### config.mk
export PLATFORM = sky130hd
export DESIGN_NAME = dram_512_streamer
export DESIGN_NICKNAME = d
export VERILOG_FILES = /design/src/rtl/dram_512_streamer.sv
export SDC_FILE = /design/constraint.sdc
export NUM_CORES = 1
export LEC_CHECK = 0
export ABC_CLOCK_PERIOD_IN_PS = 2450
export BUFFER_PORTS_ARGS = -buffer_cell sky130_fd_sc_hd__buf_2
export CAP_MARGIN = 5
export CORE_ASPECT_RATIO = 0.7
export CORE_UTILIZATION = 30
export DETAILED_ROUTE_END_ITERATION = 12
export PLACE_DENSITY = 0.6
export SKIP_LAST_GASP = 1
export SYNTH_ARGS = -nofsm -noshare
export SYNTH_HDL_FRONTEND = slang
export SYNTH_SLANG_ARGS = --single-unit
### constraint.sdc
create_clock -name i_clock -period 2.45 [get_ports i_clock]
set_input_delay 0.49 -clock i_clock [delete_from_list [all_inputs] [get_ports i_clock]]
set_output_delay 0.49 -clock i_clock [all_outputs]
set_load 0.1 [all_outputs]
### src/rtl/dram_512_streamer.sv
// Streams UART bytes into the banked data memory (LOAD) or memory bytes out to the UART (DUMP).
// Optional running byte checksum on o_checksum is enabled by defining DRAM_STREAM_CHECKSUM_EN.
module dram_512_streamer #(
  parameter int ADDR_W       = 18,
  parameter int READ_LATENCY = 1
) (
  input  logic              i_clock,
  input  logic              i_reset,
  input  logic              i_start_load,
  input  logic              i_start_dump,
  input  logic [ADDR_W-1:0] i_base_addr,
  input  logic [ADDR_W:0]   i_length,
  input  logic [7:0]        i_rx_data,
  input  logic              i_rx_valid,
  output logic [7:0]        o_tx_data,
  output logic              o_tx_start,
  input  logic              i_tx_busy,
  output logic [ADDR_W-1:0] o_mem_address,
  output logic [7:0]        o_mem_data,
  output logic              o_mem_wren,
  input  logic [7:0]        i_mem_q,
  output logic              o_busy,
  output logic              o_done,
  output logic [7:0]        o_checksum
);

  localparam logic [ADDR_W:0] DEPTH   = {1'b1, {ADDR_W{1'b0}}};
  localparam logic [ADDR_W:0] REM_ONE = (ADDR_W+1)'(1);
  localparam logic [1:0]      LAT     = 2'(READ_LATENCY);

  typedef enum logic [2:0] {
    S_IDLE, S_LOAD_WAIT, S_RD_ISSUE, S_RD_WAIT,
    S_TX_LAUNCH, S_TX_GAP, S_TX_WAIT, S_FINISH
  } state_t;

  state_t              r_state, w_state;
  logic [ADDR_W-1:0]   r_ptr, w_ptr;
  logic [ADDR_W:0]     r_remaining, w_remaining;
  logic [1:0]          r_lat_cnt, w_lat_cnt;
  logic [7:0]          r_tx_data, w_tx_data;
  logic                r_tx_start, w_tx_start;
  logic [ADDR_W-1:0]   r_mem_address, w_mem_address;
  logic [7:0]          r_mem_data, w_mem_data;
  logic                r_mem_wren, w_mem_wren;
  logic                r_done, w_done;
  logic [ADDR_W:0]     w_len_sat;
  logic                w_start;

  assign w_start   = i_start_load | i_start_dump;
  assign w_len_sat = (i_length > DEPTH) ? DEPTH : i_length;

  always_comb begin
    // NOTE: every next-value signal is defaulted first so no path leaves one unassigned (no latches).
    w_state       = r_state;
    w_ptr         = r_ptr;
    w_remaining   = r_remaining;
    w_lat_cnt     = r_lat_cnt;
    w_tx_data     = r_tx_data;
    w_tx_start    = 1'b0;
    w_mem_address = r_mem_address;
    w_mem_data    = r_mem_data;
    w_mem_wren    = 1'b0;
    w_done        = 1'b0;
    case (r_state)
      S_IDLE: begin
        if (w_start) begin
          w_ptr       = i_base_addr;
          w_remaining = w_len_sat;
          if (w_len_sat == '0)   w_state = S_FINISH;
          else if (i_start_load) w_state = S_LOAD_WAIT;
          else                   w_state = S_RD_ISSUE;
        end
      end
      S_LOAD_WAIT: begin
        if (i_rx_valid) begin
          w_mem_address = r_ptr;
          w_mem_data    = i_rx_data;
          w_mem_wren    = 1'b1;
          w_ptr         = r_ptr + 1'b1;
          w_remaining   = r_remaining - 1'b1;
          if (r_remaining == REM_ONE) w_state = S_FINISH;
        end
      end
      S_RD_ISSUE: begin
        w_mem_address = r_ptr;
        w_lat_cnt     = LAT;
        w_state       = S_RD_WAIT;
      end
      S_RD_WAIT: begin
        // Counter starts at READ_LATENCY in the cycle the address is first visible.
        if (r_lat_cnt == 2'd0) begin
          w_tx_data = i_mem_q;
          w_state   = S_TX_LAUNCH;
        end else begin
          w_lat_cnt = r_lat_cnt - 1'b1;
        end
      end
      S_TX_LAUNCH: begin
        if (!i_tx_busy) begin
          w_tx_start = 1'b1;
          w_state    = S_TX_GAP;
        end
      end
      S_TX_GAP: w_state = S_TX_WAIT;
      S_TX_WAIT: begin
        if (!i_tx_busy) begin
          w_ptr       = r_ptr + 1'b1;
          w_remaining = r_remaining - 1'b1;
          w_state     = (r_remaining == REM_ONE) ? S_FINISH : S_RD_ISSUE;
        end
      end
      S_FINISH: begin
        w_done  = 1'b1;
        w_state = S_IDLE;
      end
      default: w_state = S_IDLE;
    endcase
  end

  always_ff @(posedge i_clock) begin
    // NOTE: state registers use non-blocking assignment so all flops update from pre-edge values.
    if (i_reset) begin
      r_state       <= S_IDLE;
      r_ptr         <= '0;
      r_remaining   <= '0;
      r_lat_cnt     <= '0;
      r_tx_data     <= '0;
      r_tx_start    <= 1'b0;
      r_mem_address <= '0;
      r_mem_data    <= '0;
      r_mem_wren    <= 1'b0;
      r_done        <= 1'b0;
    end else begin
      r_state       <= w_state;
      r_ptr         <= w_ptr;
      r_remaining   <= w_remaining;
      r_lat_cnt     <= w_lat_cnt;
      r_tx_data     <= w_tx_data;
      r_tx_start    <= w_tx_start;
      r_mem_address <= w_mem_address;
      r_mem_data    <= w_mem_data;
      r_mem_wren    <= w_mem_wren;
      r_done        <= w_done;
    end
  end

`ifdef DRAM_STREAM_CHECKSUM_EN
  logic [7:0] r_checksum;

  always_ff @(posedge i_clock) begin
    if (i_reset) begin
      r_checksum <= '0;
    end else if (r_state == S_IDLE && w_start) begin
      r_checksum <= '0;
    end else if (r_state == S_LOAD_WAIT && i_rx_valid) begin
      r_checksum <= r_checksum + i_rx_data;
    end else if (r_state == S_TX_LAUNCH && !i_tx_busy) begin
      r_checksum <= r_checksum + r_tx_data;
    end
  end

  assign o_checksum = r_checksum;
`else
  assign o_checksum = 8'h00;
`endif

  assign o_busy        = (r_state != S_IDLE);
  assign o_done        = r_done;
  assign o_tx_data     = r_tx_data;
  assign o_tx_start    = r_tx_start;
  assign o_mem_address = r_mem_address;
  assign o_mem_data    = r_mem_data;
  assign o_mem_wren    = r_mem_wren;

endmodule

==> run metrics <==
Fin. Hold Viols 0; skew final 5.36 ps; part of the power in combinational logic 52.3%; met2 WL 5090 um; area of the die 0.0144 sq mm; starting density of the core 31.3%; # diodes 0; All-Layer GR Usage 17.4%; number of design rule violations left after detail routing 0; synthesized area per cell 8.16 sq um; worst relative slew slack 64.8%; setup_tns 0 ps; Fmax achieved 444 MHz; proportion of layout cells with a drive suffix above 1 23.9%; buffers inserted during post-CTS setup optimization 0; maxcap violations 0; Post-synth top cells 79 x sky130_fd_sc_hd__dfxtp_1, 55 x sky130_fd_sc_hd__nor2_1, 46 x sky130_fd_sc_hd__a21oi_1, 34 x sky130_fd_sc_hd__nand2_1, 34 x sky130_fd_sc_hd__o21ai_0; number of enable flip-flop cells after synthesis 0; Initial DRT Pass Iterations 4; fin. max-slew vios 0; CTS H-tree depth 3; largest driver fanout on the critical path 26; Mapped Cells 512; final RePlAce weighted congestion 0.879; clock network latency to the later pin of the worst-skew pair 340 ps; Post-DP HPWL 8620 um; Layout area overhead 24.8%; vias per cell 5.28; design area 0.00521 sq mm; maximum buffer depth of the clock tree 2; leading cell types by total area after synthesis sky130_fd_sc_hd__dfxtp_1 38%, sky130_fd_sc_hd__mux2i_1 6.5%, sky130_fd_sc_hd__a21oi_1 5.5%, sky130_fd_sc_hd__nor2_1 4.9%, sky130_fd_sc_hd__o21ai_0 4.1%; vertical extent of the die 101 um; Setup crit end kind register; pwr dens 1440 mW/mm^2; antenna violations before repair 0; HP Class in2reg; Psw 3.54 mW; most frequently used cell type in the post-synthesis netlist sky130_fd_sc_hd__dfxtp_1; startpoint of the worst-slack reg-to-reg timing path r_state[1]; setup slack on the worst flop-to-flop path 200 ps; internal power contribution 3.97 mW; average wire per cell in the routed design 15.1 um; switching share of power 47.2%; count of port buffers added during placement 96; hold-critical path endpoint r_remaining[2]; actual transition at the worst max-transition pin 524 ps; overflow left after global routing 0; Netlist cell types 64; number of nets with antenna violations after routing 0; proportion of netlist area held by the largest area contributor 37.9%; most used flip-flop cell after synthesis sky130_fd_sc_hd__dfxtp_1; leakage power summed over all cells 2.14 nW; nets 669; placed instance area 0.00485 sq mm; vias in the first global route 4054; status completed; quantity of hold-fixing buffers added after cts 0; detailed-route wire length 12000 um; clock transition at the registers of the reported paths 60 ps; startpoint of the tightest hold check path i_length[2]; CTS tree yes; number of top-level pins 105; root buffer cell sky130_fd_sc_hd__clkbuf_16; post-synthesis instance area 0.00418 sq mm; Final Critical Period 2250 ps; count of cells along the worst hold path 2; Synthesis Warnings 0; final number of setup-violating endpoints 0; maximum number of pins on one net before global-route repair 42; start-to-end type of the worst setup path reg2reg; logic depth of the worst register-to-register path 8; sequential fraction of design power 26.9%; post-route fraction of the period consumed by the critical path 91.9%; part of the power in the clock network 20.8%; setup repair after global routing missed its margin no; total length of routed met3 wires 863 um; crit path launch type register; # clock sinks 79; number of DRC markers in iteration 0 265; Seq/Total Area, Yosys 37.9%; number of flip-flops and latches in the synthesized netlist 79; die width 143 um; Worst Path Arrival 2490 ps; data required time of the worst path 2690 ps; core box area 0.0134 sq mm; global-route wire length before repair 19800 um; Max Used Layer met4; Peak VDD IR 462 uV; number of buffers created by CTS 9; routed metal-1 wirelength 5880 um; row cnt 35; leading area contributor after synthesis sky130_fd_sc_hd__dfxtp_1; DR vias 4180; utilization after layout 39.0%; reg-to-reg endpoint r_ptr[14]; proportion of synthesized flip-flops having asynchronous set or reset 0%
flip-flops by register name (all words and copies together), names as in the netlist:
signal / count
o_mem_data: 8
r_lat_cnt: 2
r_state: 3
r_remaining: 19
o_tx_data: 8
o_done: 1
o_mem_wren: 1
o_mem_address: 18
o_tx_start: 1
r_ptr: 18
power groups by stage:
stage / clock network (mW) / registers (mW) / logic, mW
2_1_floorplan: 0 / 2.44 / 2.59
3_3_place_gp: 0 / 2.03 / 3.80
3_5_place_dp: 0 / 2.05 / 3.88
4_1_cts: 1.60 / 2.02 / 3.89
5_1_grt: 1.66 / 2.09 / 4.34
6_report: 1.56 / 2.02 / 3.93
cells by family (layout without fill, tap and decap cells):
| kind of cell | count (synthesis) | in the layout | synth area share [%] |
|---|---|---|---|
| buffers and inverters | 51 | 139 | 5.60 |
| AND/OR/NAND/NOR | 200 | 200 | 24.7 |
| multiplexers | 30 | 30 | 7.34 |
| adder cells (fa/ha/maj) | 8 | 8 | 2.40 |
| XOR/XNOR | 1 | 1 | 0.210 |
| AO/OA/AOI/OAI | 142 | 142 | 21.8 |
| flip-flops | 79 | 79 | 37.9 |
| other | 1 | 8 | 0.0898 |
layout make-up:
class / instances / area, sq um
Fill cell: 1377 / 8150
Tap cell: 185 / 231
Clock inverter: 7 / 120
Inverter: 10 / 37.5
Timing Repair Buffer: 113 / 612
Clock buffer: 9 / 225
Sequential cell: 79 / 1580
Multi-Input combinational cell: 389 / 2400
stage by stage:
stage / std cells / worst slack, ps / hold WS, ps / total power [mW]
after floorplan: 519 / 376 / 450 / 5.03
after global placement: 776 / 231 / 443 / 5.82
after detailed placement: 776 / 133 / 454 / 5.92
after CTS: 792 / 98.7 / 356 / 7.51
after global routing: 792 / 11.4 / 365 / 8.09
final: 792 / 197 / 371 / 7.51
worst max path at each step:
stage                     slack, ps  cells after the start              end  startpoint
after floorplan                 380                      8         r_ptr[2]  r_state[0]
after global placement          230                      7  r_remaining[17]  r_state[0]
after detailed placement        130                      7  r_remaining[17]  r_state[0]
after CTS                       100                      7  r_remaining[17]  r_state[0]
after global routing             10                      8  r_remaining[17]  r_state[1]
final                           200                      8        r_ptr[14]  r_state[1]
critical path: stages, from the launching register on:
cell                       delay [ps]
sky130_fd_sc_hd__dfxtp_1          330
sky130_fd_sc_hd__inv_1            100
sky130_fd_sc_hd__ha_1             330
sky130_fd_sc_hd__mux2_2           230
sky130_fd_sc_hd__buf_4            220
sky130_fd_sc_hd__o2111a_1         220
sky130_fd_sc_hd__buf_4            270
sky130_fd_sc_hd__o21ai_0          150
sky130_fd_sc_hd__a221oi_1         290
layout by cell type (no fill, tap or decap), types with 3 or more instances in the layout:
| cell | synthesis | layout |
|---|---|---|
| sky130_fd_sc_hd__a211oi_1 | 11 | 11 |
| sky130_fd_sc_hd__a21oi_1 | 46 | 46 |
| sky130_fd_sc_hd__a221o_1 | 3 | 3 |
| sky130_fd_sc_hd__a31oi_1 | 5 | 5 |
| sky130_fd_sc_hd__and2_1 | 3 | 3 |
| sky130_fd_sc_hd__and3_1 | 4 | 4 |
| sky130_fd_sc_hd__buf_2 | 7 | 96 |
| sky130_fd_sc_hd__buf_4 | 9 | 16 |
| sky130_fd_sc_hd__bufinv_16 | 0 | 3 |
| sky130_fd_sc_hd__clkbuf_16 | 0 | 9 |
| sky130_fd_sc_hd__conb_1 | 1 | 8 |
| sky130_fd_sc_hd__dfxtp_1 | 79 | 79 |
| sky130_fd_sc_hd__ha_1 | 8 | 7 |
| sky130_fd_sc_hd__inv_1 | 10 | 10 |
| sky130_fd_sc_hd__mux2i_1 | 27 | 27 |
| sky130_fd_sc_hd__nand2_1 | 34 | 34 |
| sky130_fd_sc_hd__nand2b_1 | 3 | 3 |
| sky130_fd_sc_hd__nand3_1 | 30 | 29 |
| sky130_fd_sc_hd__nand4_1 | 5 | 5 |
| sky130_fd_sc_hd__nor2_1 | 55 | 55 |
| sky130_fd_sc_hd__nor3_1 | 17 | 17 |
| sky130_fd_sc_hd__nor3b_1 | 6 | 6 |
| sky130_fd_sc_hd__nor4_1 | 13 | 13 |
| sky130_fd_sc_hd__nor4b_1 | 3 | 3 |
| sky130_fd_sc_hd__o21ai_0 | 34 | 34 |
| sky130_fd_sc_hd__o21ai_1 | 4 | 4 |
| sky130_fd_sc_hd__o22ai_1 | 3 | 3 |
| sky130_fd_sc_hd__o2bb2ai_1 | 6 | 6 |
| sky130_fd_sc_hd__o31ai_1 | 6 | 6 |
| sky130_fd_sc_hd__or3_1 | 6 | 6 |
| sky130_fd_sc_hd__or4_1 | 3 | 3 |
timing repair:
item | in CTS | in global routing
endpoints found under the hold margin | 0 | 0
setup endpoints to repair | 0 | 2
resized for setup | 0 | 3
metal layers:
metal	track usage, %	up-vias
met5	0	-
met1	23.9	1946
met3	4.04	16
met4	5.54	0
met2	26.9	161
li1	-	2057
(Power assumes the default switching activity.)
